$ cat src/rtl/term_loopback_cfg.sv
// Edge terminator tile: loops S_END back out as N_BEG under per-channel,
// frame-loaded mode bits, and forwards the frame/clock chain unchanged.
module term_loopback_cfg #(
    parameter int NUM_CH          = 52,
    parameter int PIPE_DEPTH      = 2,
    parameter int MaxFramesPerCol = 20,
    parameter int FrameBitsPerRow = 32
) (
    input  logic                       UserCLK,
    input  logic                       resetn,
    input  logic [NUM_CH-1:0]          S_END,
    output logic [NUM_CH-1:0]          N_BEG,
    input  logic [FrameBitsPerRow-1:0] FrameData,
    output logic [FrameBitsPerRow-1:0] FrameData_O,
    input  logic [MaxFramesPerCol-1:0] FrameStrobe,
    output logic [MaxFramesPerCol-1:0] FrameStrobe_O,
    output logic                       UserCLKo
);

    localparam int NUM_FRAMES = (2 * NUM_CH + FrameBitsPerRow - 1) / FrameBitsPerRow;
    localparam int CFG_BITS   = NUM_FRAMES * FrameBitsPerRow;
    localparam int USED_BITS  = 2 * NUM_CH;

    typedef enum logic [1:0] {
        MODE_OFF    = 2'b00,
        MODE_DIRECT = 2'b01,
        MODE_PIPE   = 2'b10,
        MODE_HIGH   = 2'b11
    } mode_e;

    if (PIPE_DEPTH < 1 || PIPE_DEPTH > 4) begin : g_bad_depth
        $error("term_loopback_cfg: PIPE_DEPTH must be in 1..4");
    end

    if (NUM_FRAMES > MaxFramesPerCol) begin : g_bad_frames
        $error("term_loopback_cfg: NUM_FRAMES exceeds MaxFramesPerCol");
    end

    // Chain pass-through; deliberately untouched by reset.
    assign FrameData_O   = FrameData;
    assign FrameStrobe_O = FrameStrobe;
    assign UserCLKo      = UserCLK;

    logic [FrameBitsPerRow-1:0] frame_q [NUM_FRAMES];
    logic [CFG_BITS-1:0]        cfg_w;

    for (genvar f = 0; f < NUM_FRAMES; f++) begin : g_frame
        // Frame f captures FrameData whenever its strobe is high.
        always_ff @(posedge UserCLK or negedge resetn) begin
            if (!resetn) begin
                frame_q[f] <= '0;
            end else if (FrameStrobe[f]) begin
                frame_q[f] <= FrameData;
            end
        end
        assign cfg_w[f*FrameBitsPerRow +: FrameBitsPerRow] = frame_q[f];
    end

    // Padding bits of the last frame are stored but drive nothing.
    if (CFG_BITS > USED_BITS) begin : g_spare
        logic unused_spare;
        assign unused_spare = ^cfg_w[CFG_BITS-1:USED_BITS];
    end

    for (genvar c = 0; c < NUM_CH; c++) begin : g_ch
        logic [PIPE_DEPTH-1:0] pipe_q;
        logic [PIPE_DEPTH-1:0] pipe_d;
        mode_e                 mode;
        logic                  nbeg_w;

        assign mode      = mode_e'(cfg_w[2*c +: 2]);
        assign pipe_d[0] = S_END[c];
        for (genvar k = 1; k < PIPE_DEPTH; k++) begin : g_shift
            assign pipe_d[k] = pipe_q[k-1];
        end

        // History shifts every cycle in every mode so a switch to
        // registered mode shows real past samples immediately.
        always_ff @(posedge UserCLK or negedge resetn) begin
            if (!resetn) begin
                pipe_q <= '0;
            end else begin
                pipe_q <= pipe_d;
            end
        end

        // Output select reads the config flops directly (no extra latency).
        always_comb begin
            nbeg_w = 1'b0;
            case (mode)
                MODE_OFF:    nbeg_w = 1'b0;
                MODE_DIRECT: nbeg_w = S_END[c];
                MODE_PIPE:   nbeg_w = pipe_q[PIPE_DEPTH-1];
                MODE_HIGH:   nbeg_w = 1'b1;
                default:     nbeg_w = 1'b0;
            endcase
        end

        assign N_BEG[c] = nbeg_w;
    end

endmodule

$ cat config.mk
export PLATFORM = sky130hd
export DESIGN_NAME = term_loopback_cfg
export DESIGN_NICKNAME = d
export VERILOG_FILES = /design/src/rtl/term_loopback_cfg.sv
export SDC_FILE = /design/constraint.sdc
export NUM_CORES = 1
export LEC_CHECK = 0
export ABC_CLOCK_PERIOD_IN_PS = 1080
export BUFFER_PORTS_ARGS = -buffer_cell sky130_fd_sc_hd__buf_2
export CORE_ASPECT_RATIO = 1.4
export CORE_UTILIZATION = 45
export CTS_CLUSTER_SIZE = 25
export DETAILED_ROUTE_END_ITERATION = 8
export PLACE_DENSITY = 0.66
export SLEW_MARGIN = 40
export SYNTH_ARGS = -nofsm -noshare
export SYNTH_HDL_FRONTEND = slang
export SYNTH_SLANG_ARGS = --single-unit
$ cat constraint.sdc
create_clock -name UserCLK -period 1.08 [get_ports UserCLK]
set_input_delay 0.216 -clock UserCLK [delete_from_list [all_inputs] [get_ports UserCLK]]
set_output_delay 0.216 -clock UserCLK [all_outputs]
set_load 0.05 [all_outputs]
# [Word level (Yosys, flattened, before mapping)]
# Cells that the tools add are included.
[word_totals] regBits=208 in_bits=106 out_inout_bits=105 elab_cells=316
[op_classes] n_eq_ne=156 muxes=52 n_reduce_logical=52
[op_table] operator="$eq 2x2->1 const B" n=104
[op_table] operator="$pmux 1 s4" n=52
[op_table] operator="$eq 2x1->1 const B" n=52
[op_table] operator="$logic_not 2->1" n=52

# [Depth between registers and ports, before layout]
# Gate-level depths: netlist (run 1).
[logic_depth] word_depth=2 depth_mapped=3 depth_no_buf=2

==> results of run 1 <==
cells in the mapped netlist:
cell and instances:
a21oi_1 52, buf_2 1, mux2_2 14, buf_4 105, dfrtp_1 208, mux2_4 90
nor2_1 104, buf_6 3, buf_12 9
final cells by class:
| type | count | area share [%] |
|---|---|---|
| Sequential cell | 208 | 46.5 |
| Multi-Input combinational cell | 260 | 21.0 |
| Timing Repair Buffer | 320 | 23.6 |
| Clock buffer | 32 | 5.86 |
| Tap cell | 240 | 2.68 |
| Clock inverter | 4 | 0.268 |
sequential cells by signal, summed over array words and instances (netlist names):
name,cells
cfg_w,104
g_ch.pipe_q,104
routing by layer:
| metal | GRT usage (%) | up-vias |
|---|---|---|
| met2 | 33.4 | 158 |
| met1 | 23.4 | 2542 |
| li1 | - | 2286 |
| met3 | 4.34 | 48 |
| met4 | 7.25 | 0 |
| met5 | 0 | - |
cell families (layout without fill, tap and decap cells):
kind of cell           after synthesis  count (layout)
AND/OR/NAND/NOR                    104             104
buffers and inverters              118             356
multiplexers                       104             104
AO/OA/AOI/OAI                       52              52
flip-flops                         208             208
where the power goes:
group          switching [mW]  internal (mW)  total [mW]
sequential              0.409           8.38        8.79
clock                    3.14           4.24        7.38
combinational            2.26           1.87        4.13
stage by stage:
| stage | total power [mW] | instance area (sq um) |
|---|---|---|
| after floorplan | 11.8 | 8370 |
| after global placement | 12.1 | 8850 |
| after detailed placement | 12.2 | 8850 |
| after CTS | 20.3 | 10900 |
| after global routing | 21.1 | 11200 |
| final | 20.3 | 11200 |
timing repair:
action                                 in CTS  in global routing
setup buffers                              22                 14
endpoints found under the hold margin     364                  0
pin swaps                                  12                 30
resized for setup                         122                 44
hold buffers                               87                  0
setup endpoints to repair                  53                 52
final timing paths:
| kind | startpoint | end | cells after the start |
|---|---|---|---|
| worst min register to register | g_ch[11].pipe_q[0] | g_ch[11].pipe_q[1] | 0 |
| min in group asynchronous | resetn | g_ch[18].pipe_q[0] | 2 |
| worst max register to register | cfg_w[16] | cfg_w[16] | 3 |
| max in group asynchronous | resetn | cfg_w[12] | 3 |
| worst max-delay path | cfg_w[85] | N_BEG[42] | 3 |
| worst min-delay path | FrameStrobe[3] | cfg_w[99] | 2 |
==> results.cfg, run 1 <==
[route]
top_layer_used = met4
viasPerCell = 4.73
first_iter_violations = 188
drcViolationCount = 0
firstDrtPassIters = 4
met3_length_um = 956
drt-total-wl_um = 18500
post_drt_wl_per_cell_um = 17.4
ant_nets = 0
via_count = 5034
met1_length_um = 7450
wl_met2_um = 9540

[worst_setup_path]
path_buf_inv = 1
worstPathCellList = a21oi_2 -> nor2_2 -> buf_6
cp.arrival_ns = 1.43
slowest_stage = dfrtp_1
crit_fanout = 3
crit_type = reg -> out
crit_family = flip-flops
cp-start-kind = register
worstPathRequired_ns = 0.86
r2r_slack_ns = 0.02
max_stage_delay_ns = 0.44
crit_path_end_kind = output port

[floorplanning]
core_area_sq_um = 18100
dieArea_sq_um = 19200
rows = 58
io_pins = 211
initial_utilization_pct = 46.3
die_h_um = 163
die_x_um = 117

[grt]
grt_max_degree = 38
grt_antenna_before_repair = 0
grt_overflow = 0
grt.total_usage_pct = 19.4
grt_pass1_vias = 5540
grt_pass1_wl_um = 28600

[synthesis]
synth-seq-cells = 208
synth-seq-area-share_pct = 62.2
synth-xor-area-share_pct = 0
synthCells = 586
synth_top_family_by_area = multiplexers
synth_top_cell_area_share_pct = 62.2
synth_area_per_cell_sq_um = 14.3
synth_cell_types = 9
synth_compound_area_share_pct = 3.11
muxShareOfSynthArea_pct = 18.0
synthesis.area_sq_um = 8370
synth_area_leaders = dfrtp_1 (62%), mux2_4 (16%), buf_4 (9.4%)
ys_warn_count = 0
synth_nets = 692
yosys.area.top_type = dfrtp_1
synth-simple-area-share_pct = 4.66
synth_fa_ha_area_share_pct = 0

[sta]
hold_ws_ns = 0.0521
fmax_mhz = 607
maxSlewHeadroom_pct = 75.2
fin_ws_ns = -0.568
post-route-period-util_pct = 153
maxSlewViolCount = 0
rsz0062_at_grt = yes
worstMarginPinSlew_ns = 0.372
fin_worst_skew_ns = 0.0116
tns_ns = -26.25
layout_min_cycle_time_ns = 1.65
setup_viol = 52
hold_violations = 0

[place]
gp_congestion = 0.732
place_inst = 906
dp_hpwl_um = 11000
dp_slack_ns = 0.00302
io_buffers = 178

[layout]
seq_area_sq_um = 5200
nFillCells = 1317
fin_cells = 1064
drive_gt1_share_pct = 51.9
final_common_cell = dfrtp_1
antennaDiodeCount = 0
syn_to_final_growth_pct = 33.6
final_cell_mix = dfrtp_1 (208), buf_2 (124), mux2_4 (90)
nets = 920
multi_input_area_sq_um = 2350
post-route-util_pct = 61.9

[clocking]
clk_pin_slew_ns = 0.06
cts_tree = done
insertion_delay_ns = 0.61

[power]
powerDensity_nw_per_um2 = 1810
ir_drop_mv = 1.24
p_leak_nw = 5.35

[outcome]
status = finished with violations
violations = negative setup slack

[min_path]
hold_path.class = in -> reg

[job]
max_cap_viol_count = 0
Power figures use the tool's default switching activity.
==> run 2, diff against run 1 <==
==> constraint.sdc (replaced) <==
create_clock -name UserCLK -period 1.08 [get_ports UserCLK]
set_input_delay 0.054 -clock UserCLK [delete_from_list [all_inputs] [get_ports UserCLK]]
set_output_delay 0.054 -clock UserCLK [all_outputs]
set_load 0.05 [all_outputs]
==> results.cfg, run 2 (synthesis results as in run 1) <==
[outcome]
status = finished with violations
violations = negative setup slack

[layout]
final_common_cell = dfrtp_1
final_cell_mix = dfrtp_1 (207), buf_2 (109), mux2_4 (90), dlygate4sd3_1 (90), nor2_1 (73)
drive_gt1_share_pct = 54.4
fin_cells = 1081
nets = 930
nFillCells = 1228
syn_to_final_growth_pct = 37.9

[power]
ir_drop_mv = 1.47
power.total_mw = 22.1
p_leak_nw = 5.50
powerDensity_nw_per_um2 = 1910

[route]
drt-total-wl_um = 18400
ant_nets = 0
post_drt_wl_per_cell_um = 17.0
firstDrtPassIters = 4
drcViolationCount = 0
viasPerCell = 4.70
first_iter_violations = 204
via_count = 5086

[worst_setup_path]
r2r_slack_ns = 0.02
worstPathRequired_ns = 1.03
crit_path_end_kind = output port
slowest_stage = dfrtp_2
crit_end = N_BEG[37]
crit_start = cfg_w[75]
cp.arrival_ns = 1.44
reg2reg_depth = 3
crit_fanout = 3
crit_type = reg -> out
cp-start-kind = register
worst_r2r_endpoint = cfg_w[75]
r2r-start = cfg_w[75]
worstPathCellList = a21oi_2 -> nor2_2 -> buf_6
max_stage_delay_ns = 0.45

[min_path]
hold_path.class = in -> reg

[sta]
maxSlewHeadroom_pct = 70.8
layout_min_cycle_time_ns = 1.49
fin_worst_skew_ns = 0.00732
maxSlewViolCount = 0
hold_violations = 0
post-route-period-util_pct = 138
fmax_mhz = 670
fin_ws_ns = -0.413
setup_viol = 55
worstMarginPinSlew_ns = 0.437
rsz0062_at_grt = yes

[grt]
grt_pass1_wl_um = 28800
grt_max_degree = 47
grt.total_usage_pct = 19.6
grt_antenna_before_repair = 1
grt_pass1_vias = 5597
grt_overflow = 0

[place]
io_buffers = 178
gp_congestion = 0.775
place_inst = 905
dp_hpwl_um = 11000

[floorplanning]
io_pins = 211
rows = 58
core_area_sq_um = 18100
die_h_um = 163
die_x_um = 117
dieArea_sq_um = 19200
initial_utilization_pct = 46.3

[job]
max_cap_viol_count = 0

[clocking]
insertion_delay_ns = 0.60
cts_tree = done
clk_pin_slew_ns = 0.06
## run 2: critical path, delay by kind of cell (launching register included)
family | cells | cell delay (ns)
flops | 1 | 0.45
compound gates | 1 | 0.17
simple gates | 1 | 0.06
buf+inv | 1 | 0.15
## run 2: layout make-up
type                            instances  area, sq um  area share [%]
Tap cell                              240          300            2.60
Timing Repair Buffer                  328         2750            23.8
Clock inverter                         13          199            1.72
Antenna cell                            1         2.50          0.0217
Clock buffer                           31          701            6.07
Multi-Input combinational cell        260         2390            20.7
Sequential cell                       208         5210            45.1
## run 2: metrics by stage
| step | cell area [sq um] | utilization [%] | hold slack (ns) | TNS (ns) | setup slack [ns] |
|---|---|---|---|---|---|
| finish | 11500 | 63.9 | 0.102 | -18.16 | -0.413 |
| global route | 11500 | 63.9 | 0.0889 | -21.53 | -0.451 |
| CTS | 11200 | 61.9 | 0.0796 | -19.29 | -0.420 |
| detailed placement | 8820 | 48.8 | 0.0355 | 0 | 0.152 |
| global placement | 8820 | 48.8 | 0.0246 | 0 | 0.170 |
| floorplan | 8370 | - | -0.242 | 0 | 0.319 |
## run 2: repair_timing
item | in CTS | in global routing
buffers inserted | 21 | 21
hold buffers | 90 | 3
setup endpoints to repair | 52 | 154
endpoints found under the hold margin | 364 | 62
gates resized for setup | 128 | 73
pin swaps | 22 | 34
## run 2: layer usage
layer / track usage (%) / up-vias / routed length [um]
li1: - / 2313 / -
met1: 23.2 / 2588 / 7380
met2: 34.4 / 151 / 9710
met3: 4.79 / 32 / 963
met4: 6.27 / 2 / 297
met5: 0 / - / 13
## run 2: worst min-delay path by stage
stage,to,cells after the start,from
after floorplan,cfg_w[0],0,resetn
after global placement,g_ch[50].pipe_q[0],1,resetn
after detailed placement,cfg_w[100],1,resetn
after CTS,g_ch[34].pipe_q[0],2,S_END[34]
after global routing,g_ch[47].pipe_q[0],2,S_END[47]
final,g_ch[20].pipe_q[0],2,S_END[20]
## run 2: power breakdown
part,switching (mW),internal [mW]
sequential,0.415,8.38
clock,3.31,5.79
combinational,2.26,1.91
==> run 3, diff against run 2 <==
REMOVE_ABC_BUFFERS = 1   (was unset)
==> results.cfg, run 3 (synthesis results as in run 1) <==
[outcome]
status = finished with violations
violations = negative setup slack

[power]
p_sw_mw = 5.79
swShare_pct = 27.4
intPower_mw = 15.3
p_clk_share_pct = 38.9
power.total_mw = 21.1
power_frac_comb_pct = 19.5
p_leak_nw = 5.37
seq_power_share_pct = 41.6
ir_drop_mv = 1.71
powerDensity_nw_per_um2 = 1860

[place]
io_buffers = 178
gp_congestion = 0.751
place_inst = 898
dp_hpwl_um = 10800

[worst_setup_path]
crit_fanout = 3
cp-start-kind = register
crit_type = reg -> out
cp.arrival_ns = 1.41
crit_path_end_kind = output port
worstPathRequired_ns = 1.03

[sta]
tns_ns = -17.89
maxSlewViolCount = 0
fmax_mhz = 683
worstMarginPinSlew_ns = 0.420
fin_worst_skew_ns = 0.00542
maxSlewHeadroom_pct = 71.9
post-route-period-util_pct = 136
layout_min_cycle_time_ns = 1.46
rsz0062_at_grt = yes
setup_viol = 55
hold_violations = 0
fin_ws_ns = -0.385

[grt]
grt_antenna_before_repair = 1
grt_overflow = 0
grt_pass1_wl_um = 27900
grt.total_usage_pct = 19.0
grt_pass1_vias = 5500
grt_max_degree = 41

[min_path]
hold_path.class = in -> reg

[floorplanning]
io_pins = 211
die_h_um = 163
die_x_um = 117
initial_utilization_pct = 46.3
rows = 58
core_area_sq_um = 18100
dieArea_sq_um = 19200

[clocking]
cts_tree = done
clk_pin_slew_ns = 0.06
insertion_delay_ns = 0.59

[route]
drt-total-wl_um = 18000
viasPerCell = 4.72
post_drt_wl_per_cell_um = 17.0
first_iter_violations = 234
drcViolationCount = 0
via_count = 5016
ant_nets = 0
firstDrtPassIters = 4

[layout]
fin_cells = 1062
multi_input_area_sq_um = 2390
drive_gt1_share_pct = 52.9
seq_area_sq_um = 5200
syn_to_final_growth_pct = 35.4
final_common_cell = dfrtp_1
nFillCells = 1249
final_cell_mix = dfrtp_1 (208), buf_2 (109), mux2_4 (90), dlygate4sd3_1 (90), nor2_1 (71)
nets = 913

[job]
max_cap_viol_count = 0
-- run 3: cell types whose count changed in the layout (fill, tap and decap cells not counted), moves of 2 or more --
cell and change:
buf_4 -17, bufinv_16 -2, nor2_2 +2, clkinv_2 -4, buf_6 -2, nor2_1 -2, buf_12 +2, clkbuf_16 -2
clkbuf_1 +4
-- run 3: final timing paths --
kind	startpoint	to	slack (ns)	depth (start not counted)
worst min register to register	g_ch[25].pipe_q[0]	g_ch[25].pipe_q[1]	0.35	0
worst max register to register	cfg_w[14]	cfg_w[14]	0.03	3
worst max-delay path	cfg_w[51]	N_BEG[25]	-0.38	3
min in group asynchronous	resetn	g_ch[39].pipe_q[1]	0.46	3
max in group asynchronous	resetn	cfg_w[75]	0.12	4
worst min-delay path	S_END[27]	g_ch[27].pipe_q[0]	0.11	2
-- run 3: cell type report --
type,count,share of cell area [%]
clock inverters,7,1.05
repair buffers,312,23.3
multi-input cells,260,21.1
flip-flops and latches,208,45.9
well taps,240,2.65
diodes,1,0.0221
clock buffers,34,5.99
-- run 3: timing repair --
| item | in CTS | in global routing |
|---|---|---|
| cloned | 0 | 0 |
| pin swaps | 17 | 31 |
| hold buffers | 90 | 3 |
| endpoints found under the hold margin | 364 | 42 |
| setup buffers | 21 | 12 |
| resized for setup | 123 | 75 |
| setup endpoints to repair | 52 | 191 |
-- run 3: critical path, stage by stage, from the launching register on --
cell and delay [ns]:
dfrtp_1 0.37, a21oi_1 0.08, nor2_1 0.18, buf_6 0.19
-- run 3: power groups by stage --
stage               clock network [mW]  registers [mW]  logic, mW
floorplan                            0            8.75       1.84
finish                            8.21            8.79       4.13
CTS                               8.41            8.74       3.93
global placement                 0.177            8.82       3.10
global route                      8.78            8.85       4.36
detailed placement               0.177            8.86       3.15
-- run 3: metrics by stage --
stage / hold slack [ns] / instance area (sq um) / utilization (%) / worst slack, ns
floorplan: -0.242 / 7360 / - / -0.0222
global placement: 0.000355 / 8790 / 48.7 / 0.167
detailed placement: 0.00956 / 8790 / 48.7 / 0.151
CTS: 0.0851 / 11000 / 61.1 / -0.403
global route: 0.0980 / 11300 / 62.7 / -0.447
finish: 0.108 / 11300 / 62.7 / -0.385
-- run 3: per-layer routing --
layer | vias to the layer above | GRT usage (%) | routed length (um)
li1 | 2280 | - | -
met1 | 2548 | 22.5 | 7100
met2 | 169 | 33.7 | 9680
met3 | 19 | 4.60 | 1010
met4 | 0 | 5.52 | 257
met5 | - | 0 | 0
